$ cat src/rtl/mul_bf16_pipe.sv
// mul_bf16_pipe: three-stage BF16 multiplier, flush-to-zero, RNE rounding.
// Each stage has its own valid bit; the ready chain is combinational, with no skid buffer.
module mul_bf16_pipe #(
  parameter logic [15:0] CANON_NAN = 16'h7FC0
) (
  input  logic        clk,
  input  logic        nRST,
  input  logic        in_valid,
  output logic        in_ready,
  input  logic [15:0] a_in,
  input  logic [15:0] b_in,
  output logic        out_valid,
  input  logic        out_ready,
  output logic [15:0] prod_out,
  output logic        overflow,
  output logic        underflow,
  output logic        invalid
);

  typedef enum logic [1:0] {
    CL_NORM,
    CL_ZERO,
    CL_INF,
    CL_NAN
  } cls_e;

  typedef struct packed {
    logic       sign;
    cls_e       cls;
    logic [7:0] ma;
    logic [7:0] mb;
    logic [9:0] esum;
  } s1_t;

  typedef struct packed {
    logic        sign;
    cls_e        cls;
    logic [15:0] p;
    logic [9:0]  esum;
  } s2_t;

  logic v1, v2, v3;
  logic en1, en2, en3;
  s1_t  s1, s1_d;
  s2_t  s2, s2_d;

  assign en3       = !v3 | out_ready;
  assign en2       = !v2 | en3;
  assign en1       = !v1 | en2;
  assign in_ready  = en1;
  assign out_valid = v3;

  logic a_zero, a_inf, a_nan;
  logic b_zero, b_inf, b_nan;

  assign a_zero = a_in[14:7] == 8'h00;
  assign b_zero = b_in[14:7] == 8'h00;
  assign a_inf  = a_in[14:7] == 8'hFF && a_in[6:0] == 7'h0;
  assign b_inf  = b_in[14:7] == 8'hFF && b_in[6:0] == 7'h0;
  assign a_nan  = a_in[14:7] == 8'hFF && a_in[6:0] != 7'h0;
  assign b_nan  = b_in[14:7] == 8'hFF && b_in[6:0] != 7'h0;

  always_comb begin
    s1_d      = '0;
    s1_d.sign = a_in[15] ^ b_in[15];
    s1_d.ma   = {1'b1, a_in[6:0]};
    s1_d.mb   = {1'b1, b_in[6:0]};
    s1_d.esum = {2'b00, a_in[14:7]}
              + {2'b00, b_in[14:7]}
              - 10'd127;
    // inf*0 is invalid and must win over the plain inf class
    if (a_nan | b_nan | (a_inf & b_zero) | (a_zero & b_inf))
      s1_d.cls = CL_NAN;
    else if (a_inf | b_inf)
      s1_d.cls = CL_INF;
    else if (a_zero | b_zero)
      s1_d.cls = CL_ZERO;
    else
      s1_d.cls = CL_NORM;
  end

  always_ff @(posedge clk or negedge nRST) begin
    if (!nRST) begin
      v1 <= 1'b0;
      s1 <= '0;
    end else if (en1) begin
      v1 <= in_valid;
      s1 <= s1_d;
    end
  end

  always_comb begin
    s2_d      = '0;
    s2_d.sign = s1.sign;
    s2_d.cls  = s1.cls;
    s2_d.p    = {8'h00, s1.ma} * {8'h00, s1.mb};
    s2_d.esum = s1.esum;
  end

  always_ff @(posedge clk or negedge nRST) begin
    if (!nRST) begin
      v2 <= 1'b0;
      s2 <= '0;
    end else if (en2) begin
      v2 <= v1;
      s2 <= s2_d;
    end
  end

  logic              hi, g, st, rnd;
  logic [6:0]        frac;
  logic [7:0]        fr;
  logic signed [9:0] e;
  logic [15:0]       y;
  logic              ov, un, nv;

  always_comb begin
    hi   = s2.p[15];
    frac = hi ? s2.p[14:8] : s2.p[13:7];
    g    = hi ? s2.p[7] : s2.p[6];
    st   = hi ? |s2.p[6:0] : |s2.p[5:0];
    rnd  = g & (st | frac[0]);
    fr   = {1'b0, frac} + {7'd0, rnd};
    // a rounding carry leaves fr[6:0] at zero and bumps the exponent
    e    = s2.esum + {9'd0, hi} + {9'd0, fr[7]};
    y    = {s2.sign, e[7:0], fr[6:0]};
    ov   = 1'b0;
    un   = 1'b0;
    nv   = 1'b0;
    unique case (s2.cls)
      CL_NAN: begin
        y  = CANON_NAN;
        nv = 1'b1;
      end
      CL_INF:  y = {s2.sign, 8'hFF, 7'h0};
      CL_ZERO: y = {s2.sign, 15'h0};
      default: begin
        if (e >= 10'sd255) begin
          y  = {s2.sign, 8'hFF, 7'h0};
          ov = 1'b1;
        end else if (e <= 10'sd0) begin
          y  = {s2.sign, 15'h0};
          un = 1'b1;
        end
      end
    endcase
  end

  always_ff @(posedge clk or negedge nRST) begin
    if (!nRST) begin
      v3        <= 1'b0;
      prod_out  <= '0;
      overflow  <= 1'b0;
      underflow <= 1'b0;
      invalid   <= 1'b0;
    end else if (en3) begin
      v3        <= v2;
      prod_out  <= y;
      overflow  <= ov & v2;
      underflow <= un & v2;
      invalid   <= nv & v2;
    end
  end

endmodule

$ cat config.mk
export PLATFORM = sky130hd
export DESIGN_NAME = mul_bf16_pipe
export DESIGN_NICKNAME = d
export VERILOG_FILES = /design/src/rtl/mul_bf16_pipe.sv
export SDC_FILE = /design/constraint.sdc
export NUM_CORES = 1
export LEC_CHECK = 0
export BUFFER_PORTS_ARGS = -buffer_cell sky130_fd_sc_hd__buf_2
export CORE_ASPECT_RATIO = 1.5
export CORE_MARGIN = 2
export CORE_UTILIZATION = 35
export CTS_BUF_LIST = sky130_fd_sc_hd__clkbuf_4
export DETAILED_ROUTE_END_ITERATION = 10
export RECOVER_POWER = 100
export SLEW_MARGIN = 20
export SYNTH_ARGS = -nofsm -noshare
export SYNTH_HDL_FRONTEND = slang
export SYNTH_SLANG_ARGS = --single-unit
$ cat constraint.sdc
create_clock -name clk -period 4.6 [get_ports clk]
set_input_delay 0.23 -clock clk [delete_from_list [all_inputs] [get_ports clk]]
set_output_delay 0.23 -clock clk [all_outputs]
set_load 0.01 [all_outputs]
# Word level (Yosys, flattened, before mapping)
# Index checks and enable logic that the tools add are counted.
# Widths: inputs -> output; s select.
# totals
reg_bits	80
in_bits	36
# op_classes
n_addsub	5
mul	1
magnitude_cmp	2
n_eq_ne	5
mux	15
bitwise_logic	16
reduce_logical	16
# op_table
op	count
$pmux 16 s3	1
$mux 15	2
$add 10x1->10	2
$eq 8x8->1 const B	2
$logic_not 8->1	2
$mul 8x8->16	1
$logic_not 7->1	2
$reduce_bool 7->1	2
$ge 10x9->1 const B	1
$le 10x1->1 const B	1
$sub 9x7->10 const B	1
$add 8x8->9	1
$mux 1	9
$or 1x1->1	9
$add 7x1->8	1
$mux 7	1
$reduce_or 7->1	1
$and 1x1->1	6
$reduce_or 6->1	1
$eq 2x2->1 const B	2
$logic_and 1x1->1	4
$mux 2	2
$logic_not 1->1	3
$reduce_or 3->1	1
2 further kinds	2

# Logic depth before layout (Yosys ltp)
# Gate-level depths: netlist of run 1.
# depth
ltp_word	11
depth_mapped	16

# Worst setup path before layout of run 1
# OpenSTA, ideal clock, no wires.
# synth_timing
path_kind	register -> register
startpoint	register s1[25] in the netlist's numbering
endpoint	register s2, in the netlist hi
arrival_time_ns	4.145
required_time_ns	4.463
path_slack_ns	0.318
stages_incl_launch_ff	16
synth_period_minus_slack_ns	4.282
cell_sequence	dfrtp_1 -> clkbuf_1 -> nand2_1 -> fa_1 -> fa_1 -> inv_1 -> fa_1 -> inv_1 -> fa_1 -> inv_1 -> ha_1 -> or3_1 -> o21ai_0 -> o221ai_1 -> xnor2_1 -> a21oi_1
# synth_via
elab_chain_cells	1
# synth_lines
item	line_no	source
start: declaration	44	s1_t s1, s1_d;
start signal: assignment	85	s1 <= '0;
start signal: assignment	88	s1 <= s1_d;
$mul 8x8->16	96	s2_d.p = {8'h00, s1.ma} * {8'h00, s1.mb};
end signal: assignment	103	s2 <= '0;
end signal: assignment	106	s2 <= s2_d;
end: declaration	45	s2_t s2, s2_d;
# No other way between the ends.
# A chain may end at the register's enable or synchronous reset.

# Worst setup path in the final report of run 1
# layout_timing
startpoint	register s1[21] in the netlist's numbering
endpoint	register s2, in the netlist hi
# The elaborated chain is that of the path after synthesis.

==> results of run 1 <==
worst paths after layout:
kind | from | end | slack (ps) | depth (start not counted)
max reg2reg | s1[21]$_DFFE_PN0P_ | hi$_DFFE_PN0P_ | 290 | 16
min in group asynchronous | nRST | s1[28]$_DFFE_PN0P_ | 1120 | 2
max | s1[21]$_DFFE_PN0P_ | hi$_DFFE_PN0P_ | 290 | 16
min reg2reg | v1$_DFFE_PN0P_ | v2$_DFFE_PN0P_ | 470 | 1
max in group asynchronous | nRST | s2[22]$_DFFE_PN0P_ | 2060 | 2
min | b_in[2] | s1[12]$_DFFE_PN0P_ | 20 | 3
Yosys cell counts, types with 2 or more instances:
cell type / count
and3_1: 3
or3_1: 2
a31oi_1: 3
ha_1: 53
a22o_1: 3
mux2_2: 5
clkbuf_1: 14
buf_2: 3
o21ai_0: 30
nand3_1: 11
o32ai_1: 2
fa_1: 38
nand4_1: 8
nor4_1: 7
inv_1: 71
or2_2: 2
xnor2_1: 18
a21o_1: 3
dfrtp_1: 79
buf_1: 4
nor2_1: 39
nand2b_1: 8
and2_1: 58
and4_1: 2
nand2_1: 133
o21bai_1: 6
nor3_1: 8
a21oi_1: 22
o21ai_1: 8
o211ai_1: 3
nand3b_1: 2
or4_1: 2
mux2i_1: 5
xor2_1: 12
nor2b_1: 8
per-stage QoR:
step           instance area [um^2]  setup WS, ps
5_1_grt                        6858         28.76
2_1_floorplan                  6097         318.5
6_report                       6858         291.1
3_3_place_gp                   6616         235.5
4_1_cts                        6879         137.3
3_5_place_dp                   6616         169.3
kinds of logic after synthesis:
kind of cell,Yosys count
adder cells (fa/ha/maj),91
XOR/XNOR,30
AO/OA/AOI/OAI,93
flip-flops,79
AND/OR/NAND/NOR,295
buffers and inverters,92
multiplexers,10
state kept, by name, indices dropped and copies added (netlist names):
| register | cells |
|---|---|
| overflow | 1 |
| invalid | 1 |
| hi | 1 |
| s1 | 28 |
| v2 | 1 |
| s2 | 28 |
| prod_out | 16 |
| underflow | 1 |
| v1 | 1 |
| out_valid | 1 |
routing by layer:
| layer | wire length, um | vias to the layer above | track usage, % | part of all wire (%) |
|---|---|---|---|---|
| met1 | 5730 | 2181 | 18.30 | 45 |
| met2 | 6398 | 53 | 24.87 | 51 |
| met3 | 285 | 15 | 2.269 | 2.3 |
| met5 | 0 | - | 0 | 0 |
| met4 | 195 | 0 | 4.455 | 1.5 |
| li1 | - | 2400 | - | - |
power by group through the flow:
stage	Clock, mW	Combinational [mW]	Sequential, mW
finish	0.372	1.97	1.09
CTS	0.387	2.03	1.09
global route	0.414	2.32	1.12
global placement	0	1.97	1.09
detailed placement	0	2.00	1.10
floorplan	0	1.58	1.06
what timing repair did:
action                     4_1_cts  5_1_grt
hold buffers                    15        0
hold endpoints to repair        93        0
gates resized for setup          0        6
setup endpoints to repair        0        5
worst max-delay path, cell delays in order (launching register included):
cell and delay, ps:
dfrtp_2 480, and2_1 190, fa_1 530, inv_1 50, fa_1 470, inv_1 50, fa_1 530, inv_1 50
fa_1 520, inv_1 40, ha_1 340, o21a_1 120, o31a_1 120, o21ai_1 250, o221ai_1 190, xnor2_1 180
a21oi_1 80
layout make-up:
type                       instances  area share (%)
antenna                            1         0.03649
inverter                          71           3.886
clock buffer                      10           1.095
clock inverter                     6          0.5473
sequential                        79           28.90
timing repair buffer              79           6.824
tap                              213           3.886
multi-input combinational        519           54.83
==> impl_metrics.csv, run 1 <==
group,metric,value,unit
status,status,"finished with violations",
status,violations,"max-capacitance violations, max-slew violations",
grt,grt_pass1_vias,4659,
power_and_ir_drop,p_switching,1.511,mW
power_and_ir_drop,vdd_drop_max,0.0002026,V
yosys,async_flop_share,100.0,%
grt,gr-total-overflow,0,
detailed_routing,post_drt_wl_per_cell,12.89,um
floorplan,start_util,35.45,%
detailed_routing,firstDrtPassIters,4,
place,place.gp.congestion,0.8220,
cells_and_area,seqCellArea,1982,um^2
floorplan,core,17200,um^2
power_and_ir_drop,powerDensity,500.0,nW/um^2
cells_and_area,final_common_cell,"nand2_1",
detailed_routing,drc,0,
floorplan,io_pins,57,
worst_setup_path,end_kind,"flip-flop",
yosys,synth_mux_area_share,1.744,%
timing,timing.final.crit_share,93.67,%
detailed_routing,wl,12.61,mm
yosys,synth_area_per_cell,8.836,um^2
place,dp_cells,945,
worst_setup_path,worstPathMaxFanout,9,
cells_and_area,layout_common_cells,"nand2_1 (133), dfrtp_1 (75), inv_1 (71), and2_1 (57), ha_1 (53)",
worst_hold_path,hold_class,"input pin to flip-flop",
clock_tree,cts_root_buffer,"clkbuf_4",
yosys,synth_top_area_share,32.42,%
clock_tree,cts.clk_slew.worst_paths,130,ps
grt,grt_util_all_layers,14.34,%
timing,slew_headroom,-67.46,%
clock_tree,ctsLongestPathBuffers,2,
clock_tree,clkLatencyLatePin,440,ps
clock_tree,cts_tree,"done",
timing,max_freq,0.2321,GHz
yosys,synth_top_area_cell,"dfrtp_1",
cells_and_area,final_util,39.87,%
power_and_ir_drop,pwr-share-clk,10.9,%
cells_and_area,nets,886,
power_and_ir_drop,power,3.429,mW
cells_and_area,multiInputGateArea,3760,um^2
power_and_ir_drop,netSwitchingFraction,44.08,%
yosys,synth_fa_ha_area_share,23.35,%
yosys,synth_compound_area_share,9.317,%
detailed_routing,drt_iter0_markers,144,
yosys,yosys_warnings,0,
cells_and_area,final_layout_size_suffix_gt1_share,8.377,%
timing,slew_violations,46,
yosys,syn_area,6097,um^2
floorplan,rows,59,
yosys,syn_inst,690,
yosys,synthXorXnorAreaFrac,4.309,%
detailed_routing,via_per_inst,4.754,
worst_setup_path,worstPathRequired,4920,ps
cells_and_area,nFillCells,1796,
timing,hold_ws,20.63,ps
yosys,synthesis.nets,817,
power_and_ir_drop,leakage,3.278,nW
worst_setup_path,arrival,4630,ps
detailed_routing,vias,4649,
timing,tightest_slew,2512,ps
floorplan,dieWidth,111.8,um
job,cap_violations,1,
power_and_ir_drop,intPower,1.918,mW
yosys,ys_ff_latch,79,
clock_tree,cts_max_level,3,
power_and_ir_drop,power.share.sequential,31.7,%
detailed_routing,ant_nets,0,
timing,fin_skew,8.419,ps
yosys,synthFlopType,"dfrtp_1",
yosys,synth_top_family_by_area,"adder cells",
cells_and_area,area_growth,12.48,%
yosys,synth_area_leaders,"dfrtp_1 (32%), fa_1 (12%), ha_1 (11%), nand2_1 (8.2%), and2_1 (6.0%)",
timing,finalHoldViolations,0,
timing,fin_setup_tns,0,ps
worst_setup_path,startpoint_type,"flip-flop",
power_and_ir_drop,power.share.combinational,57.5,%
timing,period_minus_slack,4309,ps
cells_and_area,fin_cells,978,
grt,antenna_found_initial,1,
yosys,yosys.area_share.simple,23.13,%
yosys,synth-edff-count,0,
grt,grt_pass1_wl,22.05,mm
clock_tree,cts.sinks,79,
yosys,yosysSeqAreaShare,32.42,%
place,dp_hpwl,9.819,mm
grt,grt_start_max_net_pins,80,
worst_setup_path,critPathKind,"flip-flop to flip-flop",
timing,setup_viol,0,
timing,rsz0062_at_grt,"false",
clock_tree,cts_buffers,9,
floorplan,dieArea,18510,um^2
place,io_buffers,56,
floorplan,die_h,165.7,um
yosys,yosysUniqueCellTypes,50,
clock_tree,post-cts-setup-buffers,0,
Note: power is estimated with default switching activity, not from simulation.
==> inputs of run 2 (changes only) <==
--- a/config.mk
+++ b/config.mk
@@ -11,7 +11,6 @@
 export CORE_UTILIZATION = 35
 export CTS_BUF_LIST = sky130_fd_sc_hd__clkbuf_4
 export DETAILED_ROUTE_END_ITERATION = 10
-export RECOVER_POWER = 100
 export SLEW_MARGIN = 20
 export SYNTH_ARGS = -nofsm -noshare
 export SYNTH_HDL_FRONTEND = slang
==> run 2 against run 1 <==
  * Setup slack about the same
  * Combinational power about the same
  * Fmax is essentially flat
  * Register-to-register slack barely moved
  * The run now ends clean
  * First-iteration DRC count decreased by 4.9%
  * Sequential power about the same
  * Final cell count unchanged
  * Clock power is essentially flat
  * Critical path type unchanged
  * Worst hold slack improved by 0.85 ps
  * Flip-flop and latch count did not move
  * Cell area grew 0.71%
  * Core utilization up 0.28 points
  * Critical endpoint unchanged
==> impl_metrics.csv, run 2 (synthesized netlist as in run 1, its figures left out) <==
group,metric,value,unit
status,status,"finished, final reports clean",
worst_setup_path,startpoint_type,"flip-flop",
clock_tree,cts_buffers,9,
cells_and_area,top_regs,"s1: 28 flops, s2: 28 flops, prod_out: 16 flops",
clock_tree,post-cts-setup-buffers,0,
worst_setup_path,arrival,4630,ps
grt,grt_util_all_layers,14.34,%
clock_tree,cts_tree,"done",
job,cap_violations,0,
cells_and_area,nFillCells,1782,
cells_and_area,layout_common_cells,"nand2_1 (133), dfrtp_1 (75), inv_1 (71), and2_1 (59), buf_2 (55)",
timing,hold_ws,21.48,ps
cells_and_area,final_layout_size_suffix_gt1_share,11.91,%
floorplan,die_h,165.7,um
detailed_routing,post_drt_wl_per_cell,12.91,um
clock_tree,cts_max_level,3,
clock_tree,cts.sinks,79,
timing,setup_viol,0,
grt,antenna_found_initial,1,
worst_setup_path,end_kind,"flip-flop",
worst_setup_path,worstPathMaxFanout,9,
timing,rsz0062_at_grt,"false",
clock_tree,cts_root_buffer,"clkbuf_4",
detailed_routing,vias,4643,
timing,fin_setup_tns,0,ps
timing,tightest_slew,796.8,ps
power_and_ir_drop,leakage,3.355,nW
floorplan,core,17200,um^2
grt,grt_pass1_vias,4659,
worst_hold_path,hold_class,"input pin to flip-flop",
timing,max_freq,0.2321,GHz
clock_tree,ctsLongestPathBuffers,2,
cells_and_area,area_growth,13.28,%
timing,finalHoldViolations,0,
floorplan,rows,59,
floorplan,io_pins,57,
timing,timing.final.crit_share,93.67,%
place,dp_cells,945,
worst_setup_path,critPathKind,"flip-flop to flip-flop",
detailed_routing,drt_iter0_markers,137,
cells_and_area,final_util,40.15,%
clock_tree,cts.clk_slew.worst_paths,130,ps
place,io_buffers,56,
grt,grt_start_max_net_pins,80,
grt,grt_pass1_wl,22.05,mm
floorplan,dieWidth,111.8,um
worst_setup_path,worstPathRequired,4920,ps
cells_and_area,fin_cells,978,
detailed_routing,ant_nets,0,
detailed_routing,wl,12.63,mm
detailed_routing,drc,0,
clock_tree,clkLatencyLatePin,440,ps
cells_and_area,final_common_cell,"nand2_1",
timing,fin_skew,8.185,ps
power_and_ir_drop,powerDensity,500.4,nW/um^2
floorplan,dieArea,18510,um^2
grt,gr-total-overflow,0,
timing,slew_headroom,46.88,%
timing,slew_violations,0,
place,place.gp.congestion,0.8220,
detailed_routing,firstDrtPassIters,4,
timing,period_minus_slack,4309,ps
power_and_ir_drop,vdd_drop_max,0.0002028,V
floorplan,start_util,35.45,%
place,dp_hpwl,9.819,mm
detailed_routing,via_per_inst,4.747,
cells_and_area,nets,886,
run 2: final cells by class:
type,instances,area [um^2],share of cell area [%]
tap,213,266.5,3.859
timing repair buffer,79,505.5,7.319
inverter,71,266.5,3.859
clock buffer,10,75.07,1.087
antenna,1,2.502,0.03623
sequential,79,1982,28.70
multi-input combinational,519,3771,54.60
clock inverter,6,37.54,0.5435
run 2: per-layer routing:
metal	track usage (%)	vias up	wire length [um]
met1	18.30	2175	5739
met4	4.455	0	194
met2	24.87	53	6407
met5	0	-	0
met3	2.269	15	284
li1	-	2400	-
run 2: critical path: stages (launching register included):
cell and delay [ps]:
dfrtp_2 480, and2_1 190, fa_1 530, inv_1 50
fa_1 470, inv_1 50, fa_1 530, inv_1 50
fa_1 520, inv_1 40, ha_1 340, o21a_1 120
o31a_1 120, o21ai_1 250, o221ai_1 190, xnor2_1 180
a21oi_1 80
run 2: final timing paths:
path | start | endpoint | slack (ps) | cells after the start
worst max register to register | s1[21]$_DFFE_PN0P_ | hi$_DFFE_PN0P_ | 290 | 16
worst min register to register | v1$_DFFE_PN0P_ | v2$_DFFE_PN0P_ | 470 | 1
worst max-delay path | s1[21]$_DFFE_PN0P_ | hi$_DFFE_PN0P_ | 290 | 16
worst min-delay path | b_in[2] | s1[12]$_DFFE_PN0P_ | 20 | 3
max in group asynchronous | nRST | s1[22]$_DFFE_PN0P_ | 3640 | 3
min in group asynchronous | nRST | s1[28]$_DFFE_PN0P_ | 350 | 2
run 2: where the power goes:
part	switching [mW]	total [mW]	internal (mW)	leakage, nW
Sequential	0.192	1.08	0.893	0.943
Clock	0.258	0.373	0.115	0.0614
Combinational	1.07	2.00	0.933	2.35
run 2: repair_timing:
action                                  CTS  global route
endpoints found under the setup margin    0             5
hold buffers                             15             0
hold endpoints to repair                 93             0
gates resized for setup                   0             6
run 2: stage by stage:
step | area, um^2 | power [mW] | setup WS (ps)
after floorplan | 6097 | 2.637 | 318.5
after global placement | 6616 | 3.061 | 235.5
after detailed placement | 6616 | 3.101 | 169.3
after CTS | 6879 | 3.498 | 137.3
after global routing | 6907 | 3.885 | 28.64
final | 6907 | 3.456 | 291.3
==> inputs of run 3 (changes only) <==
--- a/config.mk
+++ b/config.mk
@@ -6,11 +6,15 @@
 export NUM_CORES = 1
 export LEC_CHECK = 0
 export BUFFER_PORTS_ARGS = -buffer_cell sky130_fd_sc_hd__buf_2
+export CAP_MARGIN = 20
+export CELL_PAD_IN_SITES_DETAIL_PLACEMENT = 1
+export CELL_PAD_IN_SITES_GLOBAL_PLACEMENT = 2
 export CORE_ASPECT_RATIO = 1.5
 export CORE_MARGIN = 2
 export CORE_UTILIZATION = 35
 export CTS_BUF_LIST = sky130_fd_sc_hd__clkbuf_4
 export DETAILED_ROUTE_END_ITERATION = 10
+export PLACE_DENSITY_LB_ADDON = 0.1
 export SLEW_MARGIN = 20
 export SYNTH_ARGS = -nofsm -noshare
 export SYNTH_HDL_FRONTEND = slang
==> constraint.sdc (replaced) <==
create_clock -name clk -period 4 [get_ports clk]
set_input_delay 0.2 -clock clk [delete_from_list [all_inputs] [get_ports clk]]
set_output_delay 0.2 -clock clk [all_outputs]
set_load 0.01 [all_outputs]
==> run 3 against run 2 <==
  * The flow now finishes with violations (negative setup slack)
  * Flip-flop and latch count stayed put
  * Sequential share of layout area is 2.3 points lower
  * Clock skew is 21 ps higher
==> impl_metrics.csv, run 3 (synthesized netlist as in run 1, its figures left out) <==
group,metric,value,unit
worst_setup_path,critPathKind,"flip-flop to flip-flop",
place,dp_hpwl,11.90,mm
cells_and_area,nets,931,
worst_setup_path,worstPathMaxFanout,7,
cells_and_area,finalInstanceArea,7495,um^2
clock_tree,cts.sinks,79,
status,status,"finished with violations",
clock_tree,ctsLongestPathBuffers,2,
timing,fin_skew,29.11,ps
detailed_routing,post_drt_wl_per_cell,14.51,um
cells_and_area,top_regs,"s1: 28 flops, s2: 28 flops, prod_out: 16 flops",
grt,grt_pass1_vias,5540,
grt,grt_util_all_layers,16.98,%
timing,tightest_slew,722.8,ps
cells_and_area,layout_common_cells,"nand2_1 (132), dfrtp_1 (77), inv_1 (66), buf_2 (55), and2_1 (53)",
clock_tree,cts_tree,"done",
timing,timing.final.crit_share,102.7,%
detailed_routing,drc,0,
worst_setup_path,end_kind,"flip-flop",
cells_and_area,fin_cells,1023,
timing,max_freq,0.2435,GHz
timing,slew_headroom,51.81,%
detailed_routing,via_per_inst,4.823,
floorplan,io_pins,57,
status,violations,"negative setup slack",
cells_and_area,final_common_cell,"nand2_1",
timing,slew_violations,0,
clock_tree,cts_max_level,3,
detailed_routing,vias,4934,
grt,gr-total-overflow,0,
timing,setup_ws,-106.8,ps
place,dp_cells,976,
detailed_routing,ant_nets,0,
cells_and_area,area_growth,22.92,%
worst_setup_path,crit_buf_inv,5,
grt,antenna_found_initial,1,
floorplan,die_h,165.7,um
timing,setup_viol,6,
worst_setup_path,cp_common_cell,"fa_1",
job,cap_violations,0,
place,pre_cts_ws,-152.7,ps
floorplan,dieWidth,111.8,um
grt,grt_pass1_wl,26.05,mm
clock_tree,clkLatencyLatePin,440,ps
timing,finalHoldViolations,0,
place,place.gp.congestion,0.8296,
cells_and_area,final_util,43.57,%
floorplan,start_util,35.45,%
timing,period_minus_slack,4107,ps
power_and_ir_drop,leakage,3.629,nW
clock_tree,cts_buffers,9,
power_and_ir_drop,vdd_drop_max,0.0003218,V
worst_setup_path,critPathTopFamily,"adder cells",
worst_setup_path,arrival,4420,ps
place,io_buffers,56,
detailed_routing,firstDrtPassIters,4,
power_and_ir_drop,powerDensity,651.4,nW/um^2
timing,rsz0062_at_grt,"true",
worst_setup_path,path_cells,"buf_12 > buf_6 > nand2_4 > fa_1 > fa_1 > inv_2 > fa_1 > inv_1 > fa_1 > inv_2 > ha_4 > o21a_1 > o31a_1 > o21ai_4 > o21bai_1 > xnor2_1 > a21oi_1",
detailed_routing,wl,14.84,mm
worst_hold_path,hold_class,"input pin to flip-flop",
worst_setup_path,worstPathRequired,4310,ps
clock_tree,cts_root_buffer,"clkbuf_4",
floorplan,core,17200,um^2
worst_setup_path,max_stage_delay,530,ps
cells_and_area,final_layout_size_suffix_gt1_share,20.64,%
worst_setup_path,startpoint_type,"flip-flop",
power_and_ir_drop,power,4.882,mW
worst_setup_path,cp_slowest_cell,"fa_1",
clock_tree,cts.clk_slew.worst_paths,150,ps
floorplan,rows,59,
grt,grt_start_max_net_pins,80,
detailed_routing,drt_iter0_markers,99,
floorplan,dieArea,18510,um^2
place,placed_area,6960,um^2
run 3: repair_timing:
item / CTS / global route
pin swaps: 27 / 18
hold endpoints to repair: 94 / 1
hold buffers: 17 / 1
resized for setup: 13 / 16
buffers inserted: 11 / 2
endpoints found under the setup margin: 8 / 9
run 3: path summary, 6_finish.rpt:
kind | start | end | slack [ps] | cells past startpoint
min in group asynchronous | nRST | prod_out[10]$_DFFE_PN0P_ | 340 | 2
worst min register to register | s1[3]$_DFFE_PN0P_ | s2[3]$_DFFE_PN0P_ | 460 | 2
worst min-delay path | a_in[7] | s1[0]$_DFFE_PN0P_ | 180 | 4
worst max register to register | s1[25]$_DFFE_PN0P_ | s2[23]$_DFFE_PN0P_ | -110 | 17
worst max-delay path | s1[25]$_DFFE_PN0P_ | s2[23]$_DFFE_PN0P_ | -110 | 17
max in group asynchronous | nRST | s1[16]$_DFFE_PN0P_ | 3130 | 2
run 3: worst min-delay path, cell delays in order:
cell and delay, ps:
buf_2 110, inv_1 50, ha_1 130, o21ai_0 70
run 3: per-layer routing:
layer / up-vias / global-route usage [%] / wire length [um]
met2: 63 / 32.09 / 7937
met4: 0 / 4.724 / 235
met1: 2369 / 19.84 / 6391
met5: - / 0 / 0
met3: 16 / 2.232 / 278
li1: 2486 / - / -
run 3: final cells by class:
cell class / instances / area [um^2]
multi-input cells: 519 / 3945
fillers: 2054 / 9706
clock inverters: 7 / 81.33
clock buffers: 9 / 67.56
inverters: 71 / 266.5
diodes: 1 / 2.502
flip-flops and latches: 79 / 1979
well taps: 213 / 266.5
repair buffers: 124 / 885.9
run 3: where the power goes:
| group | internal (mW) | switching [mW] | leakage (nW) |
|---|---|---|---|
| combinational | 1.56 | 1.57 | 2.60 |
| clock | 0.199 | 0.321 | 0.0824 |
| sequential | 1.03 | 0.202 | 0.945 |
run 3: through the flow:
step	hold WS [ps]	setup TNS (ps)
global route	151.6	-1809
floorplan	-95.59	0
detailed placement	402.4	-801.9
global placement	409.6	-382.7
finish	183.2	-344.9
CTS	0.04013	-699.8
